==> config.mk <==
export PLATFORM = sky130hd
export DESIGN_NAME = bus_arbiter
export DESIGN_NICKNAME = d
export VERILOG_FILES = /design/src/rtl/arb_pkg.sv /design/src/rtl/bus_mux_onehot.sv /design/src/rtl/bus_arbiter.sv
export SDC_FILE = /design/constraint.sdc
export NUM_CORES = 1
export LEC_CHECK = 0
export ABC_AREA = 1
export BUFFER_PORTS_ARGS = -buffer_cell sky130_fd_sc_hd__buf_2
export CAP_MARGIN = 20
export CORE_AREA = 4 4 128 130
export DETAILED_ROUTE_END_ITERATION = 10
export DIE_AREA = 0 0 132 134
export PLACE_DENSITY = 0.64
export SYNTH_ARGS = -nofsm -noshare
export SYNTH_HDL_FRONTEND = slang
export SYNTH_HIERARCHICAL = 1
export SYNTH_SLANG_ARGS = --single-unit
==> constraint.sdc <==
create_clock -name clk -period 2.34 [get_ports clk]
set_input_delay 0.468 -clock clk [delete_from_list [all_inputs] [get_ports clk]]
set_output_delay 0.468 -clock clk [all_outputs]
set_load 0.03 [all_outputs]
==> src/rtl/arb_pkg.sv <==
// Shared types and the round-robin pick function for the bus arbiter.
package arb_pkg;

  typedef enum logic [1:0] {ARB_IDLE, ARB_BUSY, ARB_RELEASE} arb_state_t;

  // Widest requester vector the pick function handles.
  localparam int ARB_MAX_N = 16;

  // Returns a one-hot vector holding the first set bit of req found by scanning
  // ptr, ptr+1, ... modulo n. Returns zero when no bit below n is set.
  function automatic logic [ARB_MAX_N-1:0] rr_pick(input logic [ARB_MAX_N-1:0] req,
                                                   input logic [3:0]           ptr,
                                                   input int                   n);
    logic [ARB_MAX_N-1:0] g;
    logic                 found;
    int                   idx;
    logic [3:0]           sel;
    g     = '0;
    found = 1'b0;
    for (int i = 0; i < ARB_MAX_N; i++) begin
      idx = (int'(ptr) + i) % n;
      sel = idx[3:0];
      if ((i < n) && !found && req[sel]) begin
        g[sel] = 1'b1;
        found  = 1'b1;
      end
    end
    return g;
  endfunction

endpackage

==> src/rtl/bus_mux_onehot.sv <==
// AND-OR bus multiplexer driven by a one-hot (or all-zero) select.
// An all-zero select yields an all-zero bus.
module bus_mux_onehot #(
  parameter int WIDTH = 64,
  parameter int N     = 4
) (
  input  logic [N-1:0]       sel,
  input  logic [N*WIDTH-1:0] data,
  output logic [WIDTH-1:0]   y
);

  // Each slice is gated by its select bit and all slices are ORed together.
  always_comb begin
    y = '0;
    for (int i = 0; i < N; i++) begin
      y = y | (data[i*WIDTH +: WIDTH] & {WIDTH{sel[i]}});
    end
  end

endmodule

==> src/rtl/bus_arbiter.sv <==
// Round-robin arbiter sharing one WIDTH-bit bus among N requesters.
// Grant lifecycle: IDLE -> BUSY (held while req[owner]) -> RELEASE -> IDLE.
// Optional feature macro: ARB_TIMEOUT_EN (forced release after MAX_HOLD BUSY
// cycles, with the evicted requester banned until its req drops).
module bus_arbiter
  import arb_pkg::*;
#(
  parameter int WIDTH    = 64,
  parameter int N        = 4,
  parameter int MAX_HOLD = 16
) (
  input  logic                 clk,
  input  logic                 reset_n,
  input  logic [N-1:0]         req,
  input  logic [N*WIDTH-1:0]   in_data,
  output logic [N-1:0]         gnt,
  output logic [$clog2(N)-1:0] owner,
  output logic [WIDTH-1:0]     out_data,
  output logic                 out_valid,
  output logic                 timeout
);

  localparam int OW = $clog2(N);

  if (N < 2 || N > ARB_MAX_N || MAX_HOLD < 1) begin : g_param_check
    $error("bus_arbiter: N must be 2..16 and MAX_HOLD at least 1");
  end

  arb_state_t           state_q, state_d;
  logic [N-1:0]         gnt_q, gnt_d;
  logic [OW-1:0]        owner_q, owner_d;
  logic [OW-1:0]        rr_ptr_q, rr_ptr_d;
  logic [N-1:0]         req_eff;
  logic [ARB_MAX_N-1:0] req_w;
  logic [ARB_MAX_N-1:0] pick_w;
  logic [OW-1:0]        pick_idx;
  logic [OW-1:0]        ptr_next;

`ifdef ARB_TIMEOUT_EN
  localparam int HW = $clog2(MAX_HOLD + 1);
  logic [HW-1:0] hold_cnt_q, hold_cnt_d;
  logic [N-1:0]  ban_q, ban_d;
  logic          timeout_q, timeout_d;
  assign req_eff = req & ~ban_q;
  assign timeout = timeout_q;
`else
  assign req_eff = req;
  assign timeout = 1'b0;
`endif

  // Round-robin candidate from the current pointer; index of the chosen requester.
  always_comb begin
    req_w           = '0;
    req_w[N-1:0]    = req_eff;
    pick_w          = rr_pick(req_w, 4'(rr_ptr_q), N);
    pick_idx        = '0;
    for (int i = 0; i < ARB_MAX_N; i++) begin
      if (pick_w[i]) pick_idx = OW'(i);
    end
    ptr_next = (owner_q == OW'(N - 1)) ? '0 : owner_q + 1'b1;
  end

  // Next-state and grant logic for the three-state arbitration FSM.
  always_comb begin
    state_d  = state_q;
    gnt_d    = gnt_q;
    owner_d  = owner_q;
    rr_ptr_d = rr_ptr_q;
`ifdef ARB_TIMEOUT_EN
    hold_cnt_d = '0;
    timeout_d  = 1'b0;
    ban_d      = ban_q & req;
`endif
    case (state_q)
      ARB_IDLE: begin
        if (|req_eff) begin
          state_d = ARB_BUSY;
          gnt_d   = pick_w[N-1:0];
          owner_d = pick_idx;
        end
      end
      ARB_BUSY: begin
        if (!req[owner_q]) begin
          state_d  = ARB_RELEASE;
          gnt_d    = '0;
          rr_ptr_d = ptr_next;
`ifdef ARB_TIMEOUT_EN
        end else if (hold_cnt_q == HW'(MAX_HOLD - 1)) begin
          state_d         = ARB_RELEASE;
          gnt_d           = '0;
          rr_ptr_d        = ptr_next;
          timeout_d       = 1'b1;
          ban_d[owner_q]  = 1'b1;
        end else begin
          hold_cnt_d = hold_cnt_q + 1'b1;
`endif
        end
      end
      ARB_RELEASE: begin
        state_d = ARB_IDLE;
      end
      default: begin
        state_d = ARB_IDLE;
        gnt_d   = '0;
      end
    endcase
  end

  // Control registers; asynchronous reset clears any grant in flight.
  always_ff @(posedge clk or negedge reset_n) begin
    if (!reset_n) begin
      state_q  <= ARB_IDLE;
      gnt_q    <= '0;
      owner_q  <= '0;
      rr_ptr_q <= '0;
`ifdef ARB_TIMEOUT_EN
      hold_cnt_q <= '0;
      ban_q      <= '0;
      timeout_q  <= 1'b0;
`endif
    end else begin
      state_q  <= state_d;
      gnt_q    <= gnt_d;
      owner_q  <= owner_d;
      rr_ptr_q <= rr_ptr_d;
`ifdef ARB_TIMEOUT_EN
      hold_cnt_q <= hold_cnt_d;
      ban_q      <= ban_d;
      timeout_q  <= timeout_d;
`endif
    end
  end

  assign gnt       = gnt_q;
  assign owner     = owner_q;
  assign out_valid = (state_q == ARB_BUSY);

  bus_mux_onehot #(
    .WIDTH (WIDTH),
    .N     (N)
  ) u_mux (
    .sel  (gnt_q & {N{out_valid}}),
    .data (in_data),
    .y    (out_data)
  );

endmodule
==> key figures <==
Outcome
  – Status: complete, no violations

Global routing
  – Total grt overflow: 0
  – GRT Total Usage: about 16%
  – First-pass GRT wire length: between 20000 and 25000 um
  – Met2 Use GR: slightly below 30%
  – GR met1 Demand/Resource: 20.6%
  – GRT busiest layer: met2
  – Pin count of the biggest net entering global routing: 39
  – Met3 usage: under 10%
  – Vias in the first global route: 4597
  – Initial antenna violation count: 0

Routing
  – WL final: 16200 um
  – Residual DRC: 0
  – Vias: slightly above 5000
  – Drt via density: slightly above 4
  – Post-route antenna net violation count: 0
  – 1st-iter DRT viols: 248
  – Avg WL per Cell: around 13 um
  – TritonRoute pass-1 iters: 5

Die
  – Die Area: between 15000 and 20000 um2
  – Chip Width: approximately 130 um
  – Initial Util: between 20% and 30%
  – Core area: approximately 15000 um2
  – Die Ht: ~130 um
  – I/O pin count: about 330
  – Rows: 45

Hold path
  – Worst Hold Class: primary input to asynchronous set/reset pin

Finish
  – Nets@finish: around 1300
  – Finished Cell Area: about 5700 um2
  – Post-Layout Cell Count: between 1000 and 1500
  – Fin util: 37.6%
  – # diodes: 0
  – Area grow syn2layout: 68.6%
  – Share of layout cells above drive strength 1: approximately 37%

STA
  – Hold Slack: roughly 94 ps
  – TNS Setup: 0 ps
  – Slew Viols, Final: 0
  – Final setup fails: 0
  – RSZ-0062 raised after global routing: yes
  – Fin crit share: ~99%
  – Setup Skew: between 1.5 and 2 ps
  – Minimum clock period: between 2000 and 2500 ps
  – Final hold viol count: 0
  – Max frequency: roughly 430 MHz

Critical path
  – Crit path kind: flip-flop to output port
  – Critical Path Fanout Max: 10
  – Crit. End Element: output port
  – Critical Path Source Type: flip-flop
  – Worst endpoint required time: around 1900 ps
  – Critical Path AT: approximately 1900 ps

Run
  – Max-cap violation count: 0

CTS
  – H-tree Lvls: 1
  – Max Root-Sink Buffers: 2
  – Worst skew pair latency: 230 ps
  – CTS tree: done
  – Root buf cell: clkbuf_16
  – CTS buffer count: 3
  – Post-CTS Hold Buffers: 0
  – Worst-path clk slew: approximately 40 ps
  – Sink Count: 10

Logic synthesis
  – Largest cells by area after synthesis: nand2_1 (53%), inv_1 (16%), dfrtp_1 (7.4%)
  – Main synth FF type: dfrtp_1
  – Distinct cells, synth: 24
  – Top-count cell post-synth: nand2_1
  – Sequential area share after synthesis: 7.42%
  – Mapped Area: between 3000 and 4000 um2
  – Post-synth net total: around 1000
  – Synth Instances: ~740
  – Post-synth top area cell: nand2_1
  – Async set or reset register ratio after synthesis: between 90% and 100%
  – Number of synthesized flops with an enable pin: 0
  – Yosys warnings: 6
  – Avg Inst Size Synth: ~4.6 um2
  – Share of the synthesized area in the top cell type: 52.8%
  – Seq cells post-synth: 10
  – Top post-synthesis cells by count: nand2_1 (475), inv_1 (144), nand3_1 (19), buf_4 (17)

Place
  – Routability cong.: ~0.82
  – Dpl cell area: about 5200 um2
  – Detail Placement HPWL: around 13000 um
  – Port bufs: between 300 and 400
  – Placed Cells: 1238

Pwr
  – Peak VDD IR: around 0.00053 V
  – PD cells: roughly 760 nW/um2
  – Pleak: ~3.7 nW
==> logic make-up (layout without fill, tap and decap cells) <==
family | after synthesis | count (layout) | synth area share [%]
compound gates | 11 | 11 | 1.78
fa+ha+maj | 7 | 7 | 2.60
buf+inv | 178 | 506 | 24.7
flops | 10 | 10 | 7.42
other cells | 1 | 1 | 0.111
simple gates | 529 | 529 | 63.4
==> what timing repair did <==
| item | CTS | global route |
|---|---|---|
| setup endpoints to repair | 3 | 60 |
| cloned | 0 | 4 |
| setup buffers | 0 | 7 |
| gates resized for setup | 1 | 102 |
| pin swaps | 0 | 2 |
==> critical path: stages, from the launching register on <==
cell       delay [ps]
dfrtp_1           380
inv_2              70
nor2_4            130
inv_4              80
nor2_4            230
buf_12            150
buf_12             90
clkbuf_16         140
nand2_1            50
nand2_1            70
inv_1              40
nand2_1            60
buf_6             130
==> final timing paths <==
path                                         start                      to  slack [ps]  cells after the start
min in group clk              owner[1]$_DFFE_PN0P_    owner[1]$_DFFE_PN0P_         590                      2
min                                        reset_n      gnt[2]$_DFFE_PN0P_          90                      1
min reg2reg                   owner[1]$_DFFE_PN0P_    owner[1]$_DFFE_PN0P_         590                      2
max reg2reg                rr_ptr_q[1]$_DFFE_PN0P_    owner[1]$_DFFE_PN0P_         380                     11
max in group asynchronous                  reset_n  state_q[1]$_DFFE_PN0P_        2050                      1
max                         state_q[0]$_DFFE_PN0P_            out_data[53]          10                     12
==> cell type report <==
cell class / count / area [um2]
repair buffers: 355 / 2240
well taps: 188 / 235
inverters: 148 / 563
clock buffers: 3 / 75.1
multi-input cells: 548 / 2330
flip-flops and latches: 10 / 250
fillers: 1713 / 9460
==> sequential cells by signal, summed over array words and instances (netlist names) <==
name / count
gnt: 4
owner: 2
rr_ptr_q: 2
state_q: 2
==> routing by layer <==
metal	vias up	part of all wire [%]
li1	2738	-
met1	2134	42
met2	209	50
met3	12	7.3
met4	0	0.81
met5	-	0
==> cells in the final DEF, fill, tap and decap left out, types with 10 or more instances in the layout <==
| master | count |
|---|---|
| inv_1 | 142 |
| buf_12 | 11 |
| buf_6 | 20 |
| nand3_1 | 19 |
| nand2_1 | 475 |
| buf_4 | 18 |
| dfrtp_1 | 10 |
| nand2_2 | 13 |
| clkbuf_4 | 18 |
| buf_2 | 284 |
==> power by group <==
group,internal [mW],leakage [nW],switching [mW],total [mW]
Clock,0.222,0.0370,0.0787,0.300
Sequential,0.242,0.129,0.0894,0.332
Combinational,1.38,3.56,2.33,3.71
==> metrics by stage <==
step | power (mW) | setup slack (ps)
5_1_grt | 4.74 | -104
3_5_place_dp | 3.64 | 245
4_1_cts | 3.96 | 53.0
3_3_place_gp | 3.63 | 245
6_report | 4.34 | 12.8
2_1_floorplan | 2.63 | 27.2
(Power assumes the default switching activity.)
